===== config.mk =====
export PLATFORM = sky130hd
export DESIGN_NAME = uart_rx_packer
export DESIGN_NICKNAME = d
export VERILOG_FILES = /design/src/rtl/uart_rx_packer_pkg.sv /design/src/rtl/uart_rx_packer_sync_fifo.sv /design/src/rtl/uart_rx_packer.sv
export SDC_FILE = /design/constraint.sdc
export NUM_CORES = 1
export LEC_CHECK = 0
export ABC_AREA = 1
export BUFFER_PORTS_ARGS = -buffer_cell sky130_fd_sc_hd__clkbuf_2
export CORE_MARGIN = 4
export CORE_UTILIZATION = 35
export CTS_BUF_LIST = sky130_fd_sc_hd__clkbuf_16
export DETAILED_ROUTE_END_ITERATION = 8
export PLACE_DENSITY = 0.58
export SLEW_MARGIN = 25
export SYNTH_ARGS = -nofsm -noshare
export SYNTH_HDL_FRONTEND = slang
export SYNTH_SLANG_ARGS = --single-unit

===== constraint.sdc =====
create_clock -name clk -period 4.35 [get_ports clk]
set_input_delay 0.435 -clock clk [delete_from_list [all_inputs] [get_ports clk]]
set_output_delay 0.435 -clock clk [all_outputs]
set_load 0.03 [all_outputs]

===== src/rtl/uart_rx_packer_pkg.sv =====
// ============================================================================
// Module   : uart_rx_packer_pkg
// Purpose  : Shared packer state encoding and counter width helper.
// Revision : 1.0 - initial release
// ============================================================================
`default_nettype none

package uart_rx_packer_pkg;

   typedef enum logic [0:0] {
      ST_FILL = 1'b0,
      ST_HOLD = 1'b1
   } pack_state_e;

   // Never returns zero so that single-entry counters still get a register bit.
   function automatic int cnt_width(input int n);
      return (n > 1) ? $clog2(n) : 1;
   endfunction

endpackage

`default_nettype wire


===== src/rtl/uart_rx_packer_sync_fifo.sv =====
// ============================================================================
// Module   : sync_fifo
// Purpose  : Single-clock word FIFO; the caller gates push/pop against full/empty.
// Revision : 1.0 - initial release
// ============================================================================
`default_nettype none

module sync_fifo
   import uart_rx_packer_pkg::*;
#(
   parameter int WIDTH = 16,
   parameter int DEPTH = 8
) (
   input  logic             clk,
   input  logic             rstn,
   input  logic             i_push,
   input  logic             i_pop,
   input  logic [WIDTH-1:0] i_data,
   output logic [WIDTH-1:0] o_data,
   output logic             o_full,
   output logic             o_empty
);

   localparam int PW = cnt_width(DEPTH);
   localparam int CW = PW + 1;
   localparam logic [CW-1:0] c_full_count = CW'(DEPTH);

   logic [WIDTH-1:0] r_mem [DEPTH];
   logic [PW-1:0]    r_wr_ptr;
   logic [PW-1:0]    r_rd_ptr;
   logic [CW-1:0]    r_count;

   always_ff @(posedge clk) begin
      if (!rstn) begin
         r_wr_ptr <= '0;
         r_rd_ptr <= '0;
         r_count  <= '0;
      end else begin
         if (i_push) r_wr_ptr <= r_wr_ptr + PW'(1);
         if (i_pop)  r_rd_ptr <= r_rd_ptr + PW'(1);
         case ({i_push, i_pop})
            2'b10:   r_count <= r_count + CW'(1);
            2'b01:   r_count <= r_count - CW'(1);
            default: r_count <= r_count;
         endcase
      end
   end

   // Storage carries no reset; the pointers alone define what is valid.
   always_ff @(posedge clk) begin
      if (i_push) r_mem[r_wr_ptr] <= i_data;
   end

   assign o_data  = r_mem[r_rd_ptr];
   assign o_full  = (r_count == c_full_count);
   assign o_empty = (r_count == '0);

endmodule

`default_nettype wire


===== src/rtl/uart_rx_packer.sv =====
// ============================================================================
// Module   : uart_rx_packer
// Purpose  : Buffers received words and packs R of them per valid/ready beat,
//            flagging the last beat of each frame. Define PACKER_OVF_EN to get
//            the sticky ovf output.
// Revision : 1.0 - initial release
// ============================================================================
`default_nettype none

module uart_rx_packer
   import uart_rx_packer_pkg::*;
#(
   parameter int W_IN            = 16,
   parameter int R               = 4,
   parameter int DEPTH           = 8,
   parameter int BEATS_PER_FRAME = 8
) (
   input  logic              clk,
   input  logic              rstn,
   input  logic              s_valid,
   input  logic [W_IN-1:0]   s_data,
   output logic              m_valid,
   input  logic              m_ready,
   output logic [R*W_IN-1:0] m_data,
   output logic              m_last
`ifdef PACKER_OVF_EN
   ,
   output logic              ovf
`endif
);

   localparam int KW = $clog2(R + 1);
   localparam int BW = cnt_width(BEATS_PER_FRAME);
   localparam logic [KW-1:0] c_k_full    = KW'(R);
   localparam logic [BW-1:0] c_beat_last = BW'(BEATS_PER_FRAME - 1);

   pack_state_e      r_state;
   pack_state_e      w_state_nxt;
   logic [KW-1:0]    r_k;
   logic [KW-1:0]    w_k_nxt;
   logic [KW-1:0]    w_slot;
   logic [BW-1:0]    r_beat;
   logic [W_IN-1:0]  r_slot [R];
   logic [W_IN-1:0]  w_fifo_data;
   logic             w_full;
   logic             w_empty;
   logic             w_push;
   logic             w_pop;
   logic             w_hs;

   assign m_valid = (r_state == ST_HOLD);
   assign w_hs    = m_valid && m_ready;
   assign w_pop   = !w_empty && (!m_valid || w_hs);
   assign w_push  = s_valid && (!w_full || w_pop);

   sync_fifo #(
      .WIDTH (W_IN),
      .DEPTH (DEPTH)
   ) u_fifo (
      .clk     (clk),
      .rstn    (rstn),
      .i_push  (w_push),
      .i_pop   (w_pop),
      .i_data  (s_data),
      .o_data  (w_fifo_data),
      .o_full  (w_full),
      .o_empty (w_empty)
   );

   always_ff @(posedge clk) begin
      if (!rstn) begin
         r_state <= ST_FILL;
         r_k     <= '0;
      end else begin
         r_state <= w_state_nxt;
         r_k     <= w_k_nxt;
      end
   end

   // A handshake frees the beat, so a word popped alongside it starts the next one.
   always_comb begin
      w_k_nxt     = r_k;
      w_state_nxt = r_state;
      if (w_pop) begin
         w_k_nxt = w_hs ? KW'(1) : r_k + KW'(1);
      end else if (w_hs) begin
         w_k_nxt = '0;
      end
      case (r_state)
         ST_FILL: if (w_k_nxt == c_k_full) w_state_nxt = ST_HOLD;
         ST_HOLD: if (w_k_nxt != c_k_full) w_state_nxt = ST_FILL;
         default: w_state_nxt = ST_FILL;
      endcase
   end

   assign w_slot = w_hs ? '0 : r_k;

   always_ff @(posedge clk) begin
      if (!rstn) begin
         for (int i = 0; i < R; i++) r_slot[i] <= '0;
      end else begin
         for (int i = 0; i < R; i++) begin
            if (w_pop && (w_slot == KW'(i))) r_slot[i] <= w_fifo_data;
         end
      end
   end

   for (genvar gi = 0; gi < R; gi++) begin : g_pack
      assign m_data[gi*W_IN +: W_IN] = r_slot[gi];
   end

   always_ff @(posedge clk) begin
      if (!rstn) begin
         r_beat <= '0;
      end else if (w_hs) begin
         r_beat <= (r_beat == c_beat_last) ? '0 : r_beat + BW'(1);
      end
   end

   assign m_last = m_valid && (r_beat == c_beat_last);

`ifdef PACKER_OVF_EN
   logic r_ovf;

   always_ff @(posedge clk) begin
      if (!rstn) begin
         r_ovf <= 1'b0;
      end else if (s_valid && w_full && !w_pop) begin
         r_ovf <= 1'b1;
      end
   end

   assign ovf = r_ovf;
`endif

endmodule

`default_nettype wire


==> reports/summary.json <==
{
  "groute.usage.overall_pct": 12.68,
  "detail_route.vias_per_cell": 4.701,
  "area_growth_pct": 16.89,
  "port_buffers": 85,
  "syn_inst": 643,
  "max_slew.worst_pin.slew_ns": 0.9121,
  "floorplan.die_area_um2": 26040,
  "crit_end": "r_slot[0][0]",
  "dieHeight_um": 161.4,
  "wl_per_cell_um": 15.82,
  "dp_hpwl_mm": 10.32,
  "final_common_cell": "sky130_fd_sc_hd__edfxtp_1",
  "final_max_slew_viol_count": 0,
  "detailedRoute.firstIterationViolations": 384,
  "floorplan.core_area_um2": 22920,
  "category_of_the_worst_setup_path_launch_point": "flip-flop",
  "dpl.cell_count": 1024,
  "cts_root_buffer": "sky130_fd_sc_hd__clkbuf_16",
  "setup.worst_path.end_class": "flip-flop",
  "report.final.hold_viol_count": 0,
  "grt_pass1_wl_mm": 26.52,
  "worstSkewPairLatency_ns": 0.50,
  "filler_instances": 2153,
  "proportion_of_layout_cells_with_a_drive_suffix_above_1_pct": 19.25,
  "cellPowerDensity_nw_per_um2": 613.7,
  "timing.slew.headroom_pct": 39.11,
  "synth_cell_types": 30,
  "rsz_0062_raised_after_global_routing": "false",
  "floorplan.initialDensity_pct": 35.92,
  "layout_common_cells": "sky130_fd_sc_hd__edfxtp_1, sky130_fd_sc_hd__nor2_1, sky130_fd_sc_hd__clkbuf_2, sky130_fd_sc_hd__o21ai_0, sky130_fd_sc_hd__inv_1",
  "worst-r2r-setup-slack_ns": 2.11,
  "power.static_leakage_uw": 0.003570,
  "num_vias": 4988,
  "ir_drop_mv": 0.4277,
  "grt_start_max_net_pins": 65,
  "cts_h_tree_depth": 1,
  "avgSynthCellArea_um2": 12.80,
  "postRouteAntennaNets": 0,
  "finalNetCount": 763,
  "cts_hold_repair.buffers": 0,
  "r2r_end": "r_slot[0][0]",
  "synth_warnings": 0,
  "yosys.area.top_type_share_pct": 70.04,
  "synth-seq-area-share_pct": 74.91,
  "worst_endpoint_required_time_ns": 4.57,
  "worstSetupPathType": "flip-flop to flip-flop",
  "timing.critical_path.fanout_max": 64,
  "placement_rows": 55,
  "timing.final.crit_share_pct": 51.58,
  "numCtsBuffers": 22,
  "r2r_cells": 5,
  "maximum_buffer_depth_of_the_clock_tree": 3,
  "grt_antenna_before_repair": 0,
  "setup_viol": 0,
  "skew_ns": 0.01910,
  "min-delay-path-class": "input pin to flip-flop",
  "setup_tns_ns": 0,
  "horiz_die_dim_um": 161.4,
  "library_cell_occupying_the_most_area_in_the_post_synthesis_netlist": "sky130_fd_sc_hd__edfxtp_1",
  "route.final.wire_length_mm": 16.78,
  "vias_in_the_first_global_route": 4692,
  "clkSlewWorstSetupHoldPaths_ns": 0.06,
  "synth_area_um2": 8232,
  "final.min_clock_period_ns": 2.244,
  "routabilityCongestion": 0.7462,
  "post-cts-setup-buffer-count": 0,
  "n_antenna_cell": 0,
  "totalPowerFinal_uw": 5905,
  "post_cts_resized": 0,
  "detail_route.drc_violations": 0,
  "run_status": "complete, no violations",
  "yosys_register_bits": 212,
  "pin_count": 86,
  "post_synth_net_total": 671,
  "layout.cells.non_filler": 1061,
  "drt_pass1_iterations": 5,
  "netlist_top_cells_area": "sky130_fd_sc_hd__edfxtp_1, sky130_fd_sc_hd__nor2_1, sky130_fd_sc_hd__o21ai_0",
  "cts_tree": "done",
  "clock.fmax_mhz": 445.7,
  "worstPathArrival_ns": 2.46,
  "clock_sink_count": 212,
  "grt-ovfl-total": 0,
  "timing.max_cap.violations": 0
}
-- worst max-delay path: stages, from the launching register on --
cell and delay, ns:
sky130_fd_sc_hd__dfxtp_2 0.34, sky130_fd_sc_hd__clkinv_2 0.61, sky130_fd_sc_hd__o21ai_0 0.41, sky130_fd_sc_hd__o21ai_1 0.13, sky130_fd_sc_hd__o21ai_1 0.37, sky130_fd_sc_hd__nor2_1 0.10
-- stage by stage --
step           hold slack, ns  cell area [um2]  setup slack [ns]  utilization [%]
2_1_floorplan          0.4331             8232             1.794                -
3_3_place_gp           0.4549             8969             2.240            39.14
3_5_place_dp           0.4596             8969             2.161            39.14
4_1_cts                0.2052             9618             2.142            41.97
5_1_grt                0.2222             9622             1.802            41.99
6_report               0.2224             9622             2.106            41.99
-- synthesized netlist by cell type (all sizes together) --
cell    number
ha           7
o22ai        1
o21ai      105
xor2         2
nor3         1
clkbuf      14
or2          3
nor4         2
inv         19
nand2       32
nor2       186
a21oi       10
fa           1
nand3       14
edfxtp     192
nand4        1
o211ai      16
buf         15
dfxtp       20
clkinv       1
a32o         1
-- routing by layer --
layer | share of wire [%] | vias to the layer above | global-route usage, %
li1 | - | 2465 | -
met1 | 46 | 2361 | 17.77
met2 | 45 | 141 | 19.93
met3 | 6.9 | 21 | 2.858
met4 | 1.9 | 0 | 3.684
met5 | 0 | - | 0
-- cell families (layout without fill, tap and decap cells) --
family / Yosys count / after routing / synth area share, %
buf+inv: 49 / 154 / 3.009
fa+ha+maj: 8 / 8 / 1.307
simple gates: 239 / 239 / 11.92
flops: 212 / 212 / 74.90
compound gates: 133 / 133 / 8.649
xor+xnor: 2 / 2 / 0.2128
-- power by group --
part	internal, uW	switching [uW]	total, uW
Sequential	2500	162	2670
Clock	972	711	1680
Combinational	406	1150	1550
-- sequential cells by signal, summed over array words and instances, names as in the netlist, named ones only --
register	cells
u_fifo.r_wr_ptr	3
u_fifo.r_rd_ptr	3
r_slot	64
r_k	3
u_fifo.r_count	4
r_beat	3
m_valid	1
u_fifo.r_mem	128
-- worst min-delay path by stage --
stage	startpoint	to	slack, ns	cells past startpoint
after detailed placement	u_fifo.r_rd_ptr[2]	u_fifo.r_rd_ptr[2]	0.46	2
after global placement	u_fifo.r_rd_ptr[2]	u_fifo.r_rd_ptr[2]	0.45	2
after CTS	s_data[8]	u_fifo.r_mem[1][8]	0.21	1
after global routing	s_data[7]	u_fifo.r_mem[4][7]	0.22	1
final	s_data[7]	u_fifo.r_mem[2][7]	0.22	1
after floorplan	u_fifo.r_rd_ptr[2]	flip-flop	0.43	2
-- area by class of cell --
class / instances / area, um2 / share of cell area (%)
clock buffers: 22 / 550.5 / 5.722
inverters: 20 / 76.32 / 0.7932
flip-flops and latches: 212 / 6171 / 64.14
clock inverters: 15 / 98.84 / 1.027
well taps: 313 / 391.6 / 4.070
multi-input cells: 382 / 1818 / 18.89
repair buffers: 97 / 515.5 / 5.358
No activity file was read; power rests on OpenSTA's default activity.
